<file path="config.mk">
export PLATFORM = sky130hd
export DESIGN_NAME = matrix_write_arbiter
export DESIGN_NICKNAME = d
export VERILOG_FILES = /design/src/rtl/matrix_pkg.sv /design/src/rtl/rr_arbiter.sv /design/src/rtl/matrix_write_arbiter.sv
export SDC_FILE = /design/constraint.sdc
export NUM_CORES = 2
export LEC_CHECK = 0
export ABC_AREA = 1
export BUFFER_PORTS_ARGS = -buffer_cell sky130_fd_sc_hd__buf_2
export CORE_MARGIN = 2
export CORE_UTILIZATION = 42
export DETAILED_ROUTE_END_ITERATION = 10
export GPL_ROUTABILITY_DRIVEN = 0
export PLACE_DENSITY = 0.68
export SETUP_SLACK_MARGIN = 0.1
export SYNTH_ARGS = -nofsm -noshare
export SYNTH_HDL_FRONTEND = slang
export SYNTH_SLANG_ARGS = --single-unit
</file>
<file path="constraint.sdc">
create_clock -name inter_refclk -period 8.1 [get_ports inter_refclk]
set_clock_uncertainty 0.15 [all_clocks]
set_input_delay 1.62 -clock inter_refclk [delete_from_list [all_inputs] [get_ports inter_refclk]]
set_output_delay 1.62 -clock inter_refclk [all_outputs]
set_load 0.01 [all_outputs]
</file>
<file path="src/rtl/matrix_pkg.sv">
// matrix_pkg
//   Shared definitions for the matrix compiler write path.
//   - Default geometry and the widths derived from it (row, column, element).
//   - TOTAL_ELEMS: number of distinct addresses that make up one frame.
//   - state_t: frame state of the write arbiter.
//   - Helper functions so parameterised modules derive the same widths
//     from their own MAX_SIZE_A / MAX_SIZE_B overrides.
package matrix_pkg;

    localparam int MAX_ELEMENT_SIZE_DEF = 8;
    localparam int MAX_SIZE_A_DEF       = 32;
    localparam int MAX_SIZE_B_DEF       = 32;
    localparam int NUM_REQ_DEF          = 4;

    localparam int ROW_W       = $clog2(MAX_SIZE_A_DEF);
    localparam int COL_W       = $clog2(MAX_SIZE_B_DEF);
    localparam int ELEM_W      = MAX_ELEMENT_SIZE_DEF;
    localparam int TOTAL_ELEMS = MAX_SIZE_A_DEF * MAX_SIZE_B_DEF;

    typedef enum logic [1:0] {
        IDLE    = 2'd0,
        COLLECT = 2'd1,
        WAIT_HI = 2'd2,
        WAIT_LO = 2'd3
    } state_t;

    function automatic int total_elems(input int size_a, input int size_b);
        return size_a * size_b;
    endfunction

    // elem_count must be able to hold the value TOTAL_ELEMS itself.
    function automatic int count_width(input int size_a, input int size_b);
        return $clog2(size_a * size_b) + 1;
    endfunction

endpackage

</file>
<file path="src/rtl/rr_arbiter.sv">
// rr_arbiter
//   Generic round-robin arbiter with a registered priority pointer.
//   Ports:
//     inter_refclk  clock
//     rst           synchronous active-high reset (pointer -> NUM_REQ-1)
//     req           per-requester request
//     update_en     a grant was taken this cycle; pointer moves to the winner
//     grant         one-hot-or-zero grant, searched from pointer+1 upward
module rr_arbiter #(
    parameter int NUM_REQ = 4
) (
    input  logic               inter_refclk,
    input  logic               rst,
    input  logic [NUM_REQ-1:0] req,
    input  logic               update_en,
    output logic [NUM_REQ-1:0] grant
);

    localparam int PW = $clog2(NUM_REQ);

    logic [PW-1:0] ptr_reg;
    logic [PW-1:0] win_idx;

    // Scan NUM_REQ positions starting just after the last winner; the first
    // requester found wins, so the last winner has the lowest priority.
    always_comb begin
        logic [PW-1:0] idx;
        logic          found;
        grant   = '0;
        win_idx = ptr_reg;
        found   = 1'b0;
        idx     = '0;
        for (int k = 1; k <= NUM_REQ; k++) begin
            idx = PW'((int'(ptr_reg) + k) % NUM_REQ);
            if (!found && req[idx]) begin
                grant[idx] = 1'b1;
                win_idx    = idx;
                found      = 1'b1;
            end
        end
    end

    always_ff @(posedge inter_refclk) begin
        if (rst) begin
            ptr_reg <= PW'(NUM_REQ - 1);
        end else if (update_en) begin
            ptr_reg <= win_idx;
        end
    end

endmodule

</file>
<file path="src/rtl/matrix_write_arbiter.sv">
// matrix_write_arbiter
//   Shares the compiler's single element-write port between NUM_REQ lanes,
//   tracks which addresses of the current frame have been written, and holds
//   all lanes off while the compiler transmits a completed frame.
//   Ports:
//     inter_refclk, rst        clock, synchronous active-high reset
//     req_valid/row/col/data   per-lane offers (packed, lane i at [i*W +: W])
//     req_ready                one-hot-or-zero accept back to the lanes
//     compiler_busy            compiler is transmitting a frame
//     valid_data_out, row_addr, col_addr, matrix_element   write bus
//     elem_count               distinct elements accepted this frame
//     frame_done               pulse with the final element's write strobe
//     dup_error                pulse when a repeated address was dropped
module matrix_write_arbiter
    import matrix_pkg::*;
#(
    parameter int MAX_ELEMENT_SIZE = MAX_ELEMENT_SIZE_DEF,
    parameter int MAX_SIZE_A       = MAX_SIZE_A_DEF,
    parameter int MAX_SIZE_B       = MAX_SIZE_B_DEF,
    parameter int NUM_REQ          = NUM_REQ_DEF,
    localparam int RW   = $clog2(MAX_SIZE_A),
    localparam int CW   = $clog2(MAX_SIZE_B),
    localparam int TOT  = total_elems(MAX_SIZE_A, MAX_SIZE_B),
    localparam int CNTW = count_width(MAX_SIZE_A, MAX_SIZE_B)
) (
    input  logic                          inter_refclk,
    input  logic                          rst,
    input  logic [NUM_REQ-1:0]            req_valid,
    input  logic [NUM_REQ*RW-1:0]         req_row,
    input  logic [NUM_REQ*CW-1:0]         req_col,
    input  logic [NUM_REQ*MAX_ELEMENT_SIZE-1:0] req_data,
    output logic [NUM_REQ-1:0]            req_ready,
    input  logic                          compiler_busy,
    output logic                          valid_data_out,
    output logic [RW-1:0]                 row_addr,
    output logic [CW-1:0]                 col_addr,
    output logic [MAX_ELEMENT_SIZE-1:0]   matrix_element,
    output logic [CNTW-1:0]               elem_count,
    output logic                          frame_done,
    output logic                          dup_error
);

    state_t state_reg, state_next;

    logic [RW-1:0]               lane_row  [NUM_REQ];
    logic [CW-1:0]               lane_col  [NUM_REQ];
    logic [MAX_ELEMENT_SIZE-1:0] lane_data [NUM_REQ];

    logic [NUM_REQ-1:0]          grant;
    logic                        grant_ok;
    logic                        accept;
    logic [RW-1:0]               sel_row;
    logic [CW-1:0]               sel_col;
    logic [MAX_ELEMENT_SIZE-1:0] sel_data;
    logic [RW+CW-1:0]            sel_addr;
    logic                        is_dup;
    logic                        is_new;
    logic                        completes;
    logic                        frame_clear;

    // Written-address bitmap. Kept in flops rather than RAM: the duplicate
    // check must be answered in the accept cycle and the whole map is wiped
    // in one cycle when the frame is released.
    logic [TOT-1:0]              tracker_reg;
    logic [CNTW-1:0]             count_reg;

    logic                        valid_reg;
    logic [RW-1:0]               row_reg;
    logic [CW-1:0]               col_reg;
    logic [MAX_ELEMENT_SIZE-1:0] data_reg;
    logic                        done_reg;
    logic                        dup_reg;

    for (genvar gi = 0; gi < NUM_REQ; gi++) begin : g_lane
        assign lane_row[gi]  = req_row[gi*RW +: RW];
        assign lane_col[gi]  = req_col[gi*CW +: CW];
        assign lane_data[gi] = req_data[gi*MAX_ELEMENT_SIZE +: MAX_ELEMENT_SIZE];
    end

    rr_arbiter #(
        .NUM_REQ (NUM_REQ)
    ) u_rr_arbiter (
        .inter_refclk (inter_refclk),
        .rst          (rst),
        .req          (req_valid),
        .update_en    (accept),
        .grant        (grant)
    );

    assign req_ready = grant & {NUM_REQ{grant_ok}};
    assign accept    = |req_ready;

    // Grant is one-hot, so a plain priority mux selects the winning lane.
    always_comb begin
        sel_row  = '0;
        sel_col  = '0;
        sel_data = '0;
        for (int i = 0; i < NUM_REQ; i++) begin
            if (grant[i]) begin
                sel_row  = lane_row[i];
                sel_col  = lane_col[i];
                sel_data = lane_data[i];
            end
        end
    end

    // Both dimensions are powers of two, so row*B+col is a concatenation.
    assign sel_addr    = {sel_row, sel_col};
    assign is_dup      = tracker_reg[sel_addr];
    assign is_new      = accept && !is_dup;
    assign completes   = is_new && (count_reg == CNTW'(TOT - 1));
    assign frame_clear = (state_reg == WAIT_LO) && !compiler_busy;

    always_ff @(posedge inter_refclk) begin
        if (rst) begin
            state_reg <= IDLE;
        end else begin
            state_reg <= state_next;
        end
    end

    always_comb begin
        state_next = state_reg;
        grant_ok   = 1'b0;
        case (state_reg)
            IDLE: begin
                // A new frame may not start while the previous one is still
                // being transmitted.
                grant_ok = !compiler_busy;
                if (completes)   state_next = WAIT_HI;
                else if (accept) state_next = COLLECT;
            end
            COLLECT: begin
                grant_ok = 1'b1;
                if (completes) state_next = WAIT_HI;
            end
            WAIT_HI: begin
                if (compiler_busy) state_next = WAIT_LO;
            end
            WAIT_LO: begin
                if (!compiler_busy) state_next = IDLE;
            end
            default: state_next = IDLE;
        endcase
    end

    always_ff @(posedge inter_refclk) begin
        if (rst) begin
            tracker_reg <= '0;
            count_reg   <= '0;
            valid_reg   <= 1'b0;
            row_reg     <= '0;
            col_reg     <= '0;
            data_reg    <= '0;
            done_reg    <= 1'b0;
            dup_reg     <= 1'b0;
        end else begin
            valid_reg <= is_new;
            dup_reg   <= accept && is_dup;
            done_reg  <= completes;
            if (frame_clear) begin
                tracker_reg <= '0;
                count_reg   <= '0;
            end else if (is_new) begin
                tracker_reg[sel_addr] <= 1'b1;
                count_reg             <= count_reg + CNTW'(1);
            end
            // Duplicates are consumed but leave the bus holding the last write.
            if (is_new) begin
                row_reg  <= sel_row;
                col_reg  <= sel_col;
                data_reg <= sel_data;
            end
        end
    end

    assign valid_data_out = valid_reg;
    assign row_addr       = row_reg;
    assign col_addr       = col_reg;
    assign matrix_element = data_reg;
    assign elem_count     = count_reg;
    assign frame_done     = done_reg;
    assign dup_error      = dup_reg;

endmodule

</file>
# After elaboration in Yosys (flattened, before gate mapping)
# Cells that the tools add are included.
# classes
order_cmp	10
addsub	5
n_mux	50
eq_ne	8
n_bitwise	5
n_reduce_logical	23
# ops
cell	n
$or 1024x1024->1024	1
$mux 5	8
$mux 8	4
$mux 2	9
$mux 4	4
$mux 1	13
$logic_and 1x1->1	12
$lt 2x3->1 const B	4
$or 4x4->4	3
$add 11x1->11 const B	1
$eq 11x10->1 const B	1
$lt 10x11->1 const B	1
$bmux 1 s10	1
$demux 1 s10	1
$ge 10x1->1 const B	1
$bmux 1 s2	4
$demux 1 s2	4
$ge 2x1->1 const B	4
$pmux 2 s4	1
$ne 2x2->1 const B	3
$logic_not 1->1	5
$add 2x1->2 const B	2
$add 2x2->2 const B	2
$and 4x4->4	1
other kinds (10)	11
# word_totals
output_inout_bits	36
input_bits	79
reg_bits	1060
wordCells	111

# Logic depth before layout (Yosys ltp)
# logic_depth
depth_word	24
depth_mapped	39
depth_no_buf	35

# Cells and area by module
# A second synthesis with hierarchy kept.
# hier_totals
hier_cells	7745
hier_area_um2	50699.9
# modules_own_cells
mod	seq_area_each_um2	n_inst	area_each_um2	cells_each
matrix_write_arbiter	21180.3	1	50125.6	7657
rr_arbiter	40.0	1	574.3	88

# Worst setup path after synthesis
# No wires, ideal clock.
# synth_timing
path_kind	input port to flip-flop
startpoint	in req_valid[2]
endpoint	reg tracker_reg[481]
arrival_time_ns	4.885
setup_ns	0.069
t_required_ns	7.881
n_path_buf	7
stages	33
slack_ns	2.995
path_cell_list	nand2_1 > nand3_2 > nand2_4 > nand2_2 > nor2_4 > nand3_2 > nand2_4 > inv_2 > or2_0 > buf_4 > nand2_4 > buf_12 > inv_4 > buf_6 > buf_2 > nand3_1 > nand3_1 > nand2_1 > nand2_1 > nor2_1 > nand2_1 > nand2_1 > nand2_1 > o21bai_1 > nand3_1 > nor2_4 > nand3_2 > inv_2 > buf_8 > buf_12 > buf_12 > nand3_2 > a21oi_2
# synth_between
elab_chain_len	21
elab_cells_between_ends	44
cone_classes	order compare: 2; mux: 27; bitwise: 5; reduce/logical: 10
# synth_rtl
element	line	text
start: declaration	matrix_write_arbiter.sv:28	input logic [NUM_REQ-1:0] req_valid,
$bmux 1 s2	rr_arbiter.sv:35	if (!found && req[idx]) begin
$mux 1 (implied by the code)	rr_arbiter.sv:35	
$mux 1	rr_arbiter.sv:35	
$logic_not 1->1	rr_arbiter.sv:35	
$logic_and 1x1->1	rr_arbiter.sv:35	
$mux 1	rr_arbiter.sv:35	
$logic_not 1->1	rr_arbiter.sv:35	
$logic_and 1x1->1	rr_arbiter.sv:35	
$mux 1	rr_arbiter.sv:35	
$logic_not 1->1	rr_arbiter.sv:35	
$logic_and 1x1->1	rr_arbiter.sv:35	
$mux 4 *	rr_arbiter.sv:35	
branches (longest 9 deep; another with $bmux 1 s10)	n/a	
end signal: assignment	matrix_write_arbiter.sv:149	tracker_reg <= '0;
end signal: assignment	matrix_write_arbiter.sv:162	tracker_reg <= '0;
end signal: indexed assignment	matrix_write_arbiter.sv:165	tracker_reg[sel_addr] <= 1'b1;
end: declaration	matrix_write_arbiter.sv:64	logic [TOT-1:0] tracker_reg;
# Mark *: on every way between the ends. The select of a mux whose other input is x is not followed.
# A chain may end at the register's enable or synchronous reset.

# Worst setup path after layout
# layout_timing
startpoint	reg u_rr_arbiter.ptr_reg[0]
endpoint	reg tracker_reg[632]
# layout_between
elab_chain_len	22
elab_cells_between_ends	68
cone_classes	add/sub: 4; order compare: 10; mux: 35; bitwise: 5; reduce/logical: 14
# layout_rtl
element	line	text
start: declaration	rr_arbiter.sv:21	logic [PW-1:0] ptr_reg;
start signal: assignment	rr_arbiter.sv:45	ptr_reg <= PW'(NUM_REQ - 1);
start signal: assignment	rr_arbiter.sv:47	ptr_reg <= win_idx;
branches (longest 12 deep; another with $lt 2x3->1)	n/a	
$mux 4 *	rr_arbiter.sv:35	
branches (longest 9 deep; another with $bmux 1 s10)	n/a	
# Marked as above.

==> summary.txt <==
WP data required = 8.48 ns
FF-to-FF Start = u_rr_arbiter.ptr_reg[0]$_SDFFE_PP1P_
Area leader, netlist = dfxtp_1
Syn_area_per_cell = 7.41 um^2
Post-Synthesis Cell Area = 49900 um^2
Critical Path Sink Type = register
Initial antenna violation count = 1
Worst slew pin tran = 1.35 ns
Syn Nets = 6828
Startpoint Class = register
CTS tree = done
Post-synthesis async set-or-reset flop share = 0%
Clock tree sinks = 1060
Routed WL = 164 mm
Worst hold slack = 0.299 ns
Relative slew slack = 9.64%
Min-delay src = tracker_reg[357]$_SDFFE_PP0P_
H-tree levels = 3
Hold_buf cts = 0
Slew Limit Fails = 0
Hold Path End = tracker_reg[357]$_SDFFE_PP0P_
CORE AREA = 118000 um^2
Die height = 349 um
Pin count of the biggest net entering global routing = 208
Total power draw = 25.2 mW
Post-synth EDFFs = 0
Fillers = 11.6k
Critical setup path kind = register to register
Post-DP HPWL = 89.0 mm
Starting density of the core = 42.3%
Cells on worst reg2reg path = 34
Pwr Density = 462 nW/um^2
Vias = 47.3k
Hold Crit Class = register to register
Final antenna-violating net count = 0
Leakage = 20.0 nW
Fin. Hold Viols = 0
Peak supply drop = 0.701 mV
Most frequent cells in the layout = nand2_1, dfxtp_1, nor2_1, a31oi_1, nand3_1
Internal power = 10.9 mW
Row Count = 126
Register area share after synthesis = 42.5%
DRC errors left = 0
Largest register FFs = 1024
Power share of the clock group = 20.1%
Post-CTS setup buffers = 0
Flop-to-flop setup slack = 1.29 ns
Layout cell share with drive strength beyond 1 = 14.0%
Commonest non-fill, non-tap cell in the layout = nand2_1
Sw Pwr = 14.3 mW
Max Fanout on Critical Path = 89
Clock tree buffer depth = 3
PortBufs = 114
Drt via density = 5.84
Reg clk slew, reported paths = 0.06 ns
Status = finished, final reports clean
Min Tclk post-route = 6.81 ns
Dominant cell type by count on the critical path = nand2_1
Area grow syn2layout = 9.30%
I/O Pins = 115
First-pass GRT wire length = 254 mm
Worst skew pair latency = 0.72 ns
Total CTS buffers = 110
Final Core Density = 46.3%
Gr ovfl total = 0
Die area = 122000 um^2
Post-synth top area share = 42.5%
# resized after CTS = 0
Wire per inst = 20.3 um
Fin nets = 6572
Sw Ratio = 56.8%
Setup TNS = 0 ns
Total GRT Usage = 26.1%
Comb power frac = 58.6%
Seq cells post-synth = 1060
Critical path arrival = 7.20 ns
Synth area leaders = dfxtp_1, nand2_1, a31oi_1
Chip Width = 349 um
Fin crit share = 84.1%
RSZ-0062 raised after global routing = no
Root buf cell = clkbuf_16
Vias in the first global route = 43.0k
Synth Flop Type = dfxtp_1
Max cap viols = 0
N_diodes = 0
Fmax = 147 MHz
Final setup viols = 0
Count of routing violations after the opening detailed-route iteration = 6119
CP peak stage delay = 0.98 ns
Synth warn = 0
Hold depth = 2
Yosys cell types = 40
Critical path's slowest cell = nor2_4
Drt pass-1 iters = 8
Syn Inst Count = 6736
Seq pwr share = 21.3%
Reg-to-Reg End = tracker_reg[632]$_SDFFE_PP0P_
## layout make-up
| cell class | count | area [um^2] | share of cell area (%) |
|---|---|---|---|
| Clock inverter | 39 | 407 | 0.746 |
| Sequential cell | 1060 | 21200 | 38.9 |
| Clock buffer | 153 | 3180 | 5.82 |
| Inverter | 352 | 1330 | 2.45 |
| Timing Repair Buffer | 286 | 2700 | 4.95 |
| Multi-Input combinational cell | 4670 | 23800 | 43.6 |
| Tap cell | 1536 | 1920 | 3.52 |
## worst max-delay path: cells and delay by family, from the launching register on
| kind | cells | cell delay (ns) |
|---|---|---|
| and+or+nand+nor | 22 | 3.14 |
| DFF | 1 | 0.65 |
| AOI/OAI and AO/OA | 2 | 0.30 |
| adders and majority gates | 1 | 0.39 |
| buffers and inverters | 9 | 1.87 |
## routing by layer
metal | wire (um) | share of wire, % | global-route usage [%] | up-vias
met2 | 72900 | 44 | 40.9 | 2302
li1 | - | - | - | 22000
met5 | 11 | 0.0067 | 0 | -
met4 | 7340 | 4.5 | 10.7 | 2
met1 | 68700 | 42 | 35.5 | 22600
met3 | 15500 | 9.4 | 4.59 | 438
## worst max path at each step
stage | from | to | slack [ns] | depth (start not counted)
after floorplan | req_valid[2] | tracker_reg[481]$_SDFFE_PP0P_ | 3.00 | 33
after global placement | req_valid[1] | tracker_reg[864]$_SDFFE_PP0P_ | 1.05 | 34
after detailed placement | req_valid[1] | tracker_reg[782]$_SDFFE_PP0P_ | 0.93 | 34
after CTS | u_rr_arbiter.ptr_reg[0]$_SDFFE_PP1P_ | tracker_reg[782]$_SDFFE_PP0P_ | 1.45 | 35
after global routing | u_rr_arbiter.ptr_reg[0]$_SDFFE_PP1P_ | tracker_reg[776]$_SDFFE_PP0P_ | 0.91 | 35
final | u_rr_arbiter.ptr_reg[0]$_SDFFE_PP1P_ | tracker_reg[632]$_SDFFE_PP0P_ | 1.29 | 34
## synth_stat cells (all sizes together) (3+ instances only)
master       number
clkbuf          283
nor3              9
dfxtp          1060
ha               13
a21oi           333
buf             350
dlygate4sd1      21
nand4            40
nor2            943
nand3           770
o211ai           20
o21ai           304
o21a              3
a22oi            26
nand2          1468
a31oi           730
inv             352
## kinds of logic after synthesis
kind of cell,synth area share [%]
fa+ha+maj,0.326
xor+xnor,0.0351
compound gates,17.0
simple gates,29.4
buf+inv,10.7
flops,42.5
## power groups by stage
| stage | clock, mW | sequential, mW | combinational (mW) |
|---|---|---|---|
| 2_1_floorplan | 0 | 5.48 | 10.1 |
| 3_3_place_gp | 0 | 5.47 | 14.3 |
| 3_5_place_dp | 0 | 5.47 | 14.3 |
| 4_1_cts | 5.11 | 5.36 | 14.3 |
| 5_1_grt | 5.32 | 5.37 | 15.2 |
| 6_report | 5.07 | 5.36 | 14.7 |
## stage by stage
step                cell area [um^2]  setup slack [ns]  std cells
global placement               51000              1.05       7904
finish                         54500              1.29       8096
global route                   54500             0.905       8096
floorplan                      49900              3.00       6736
detailed placement             51000             0.929       7904
CTS                            54500              1.45       8096
Power figures use the tool's default switching activity.
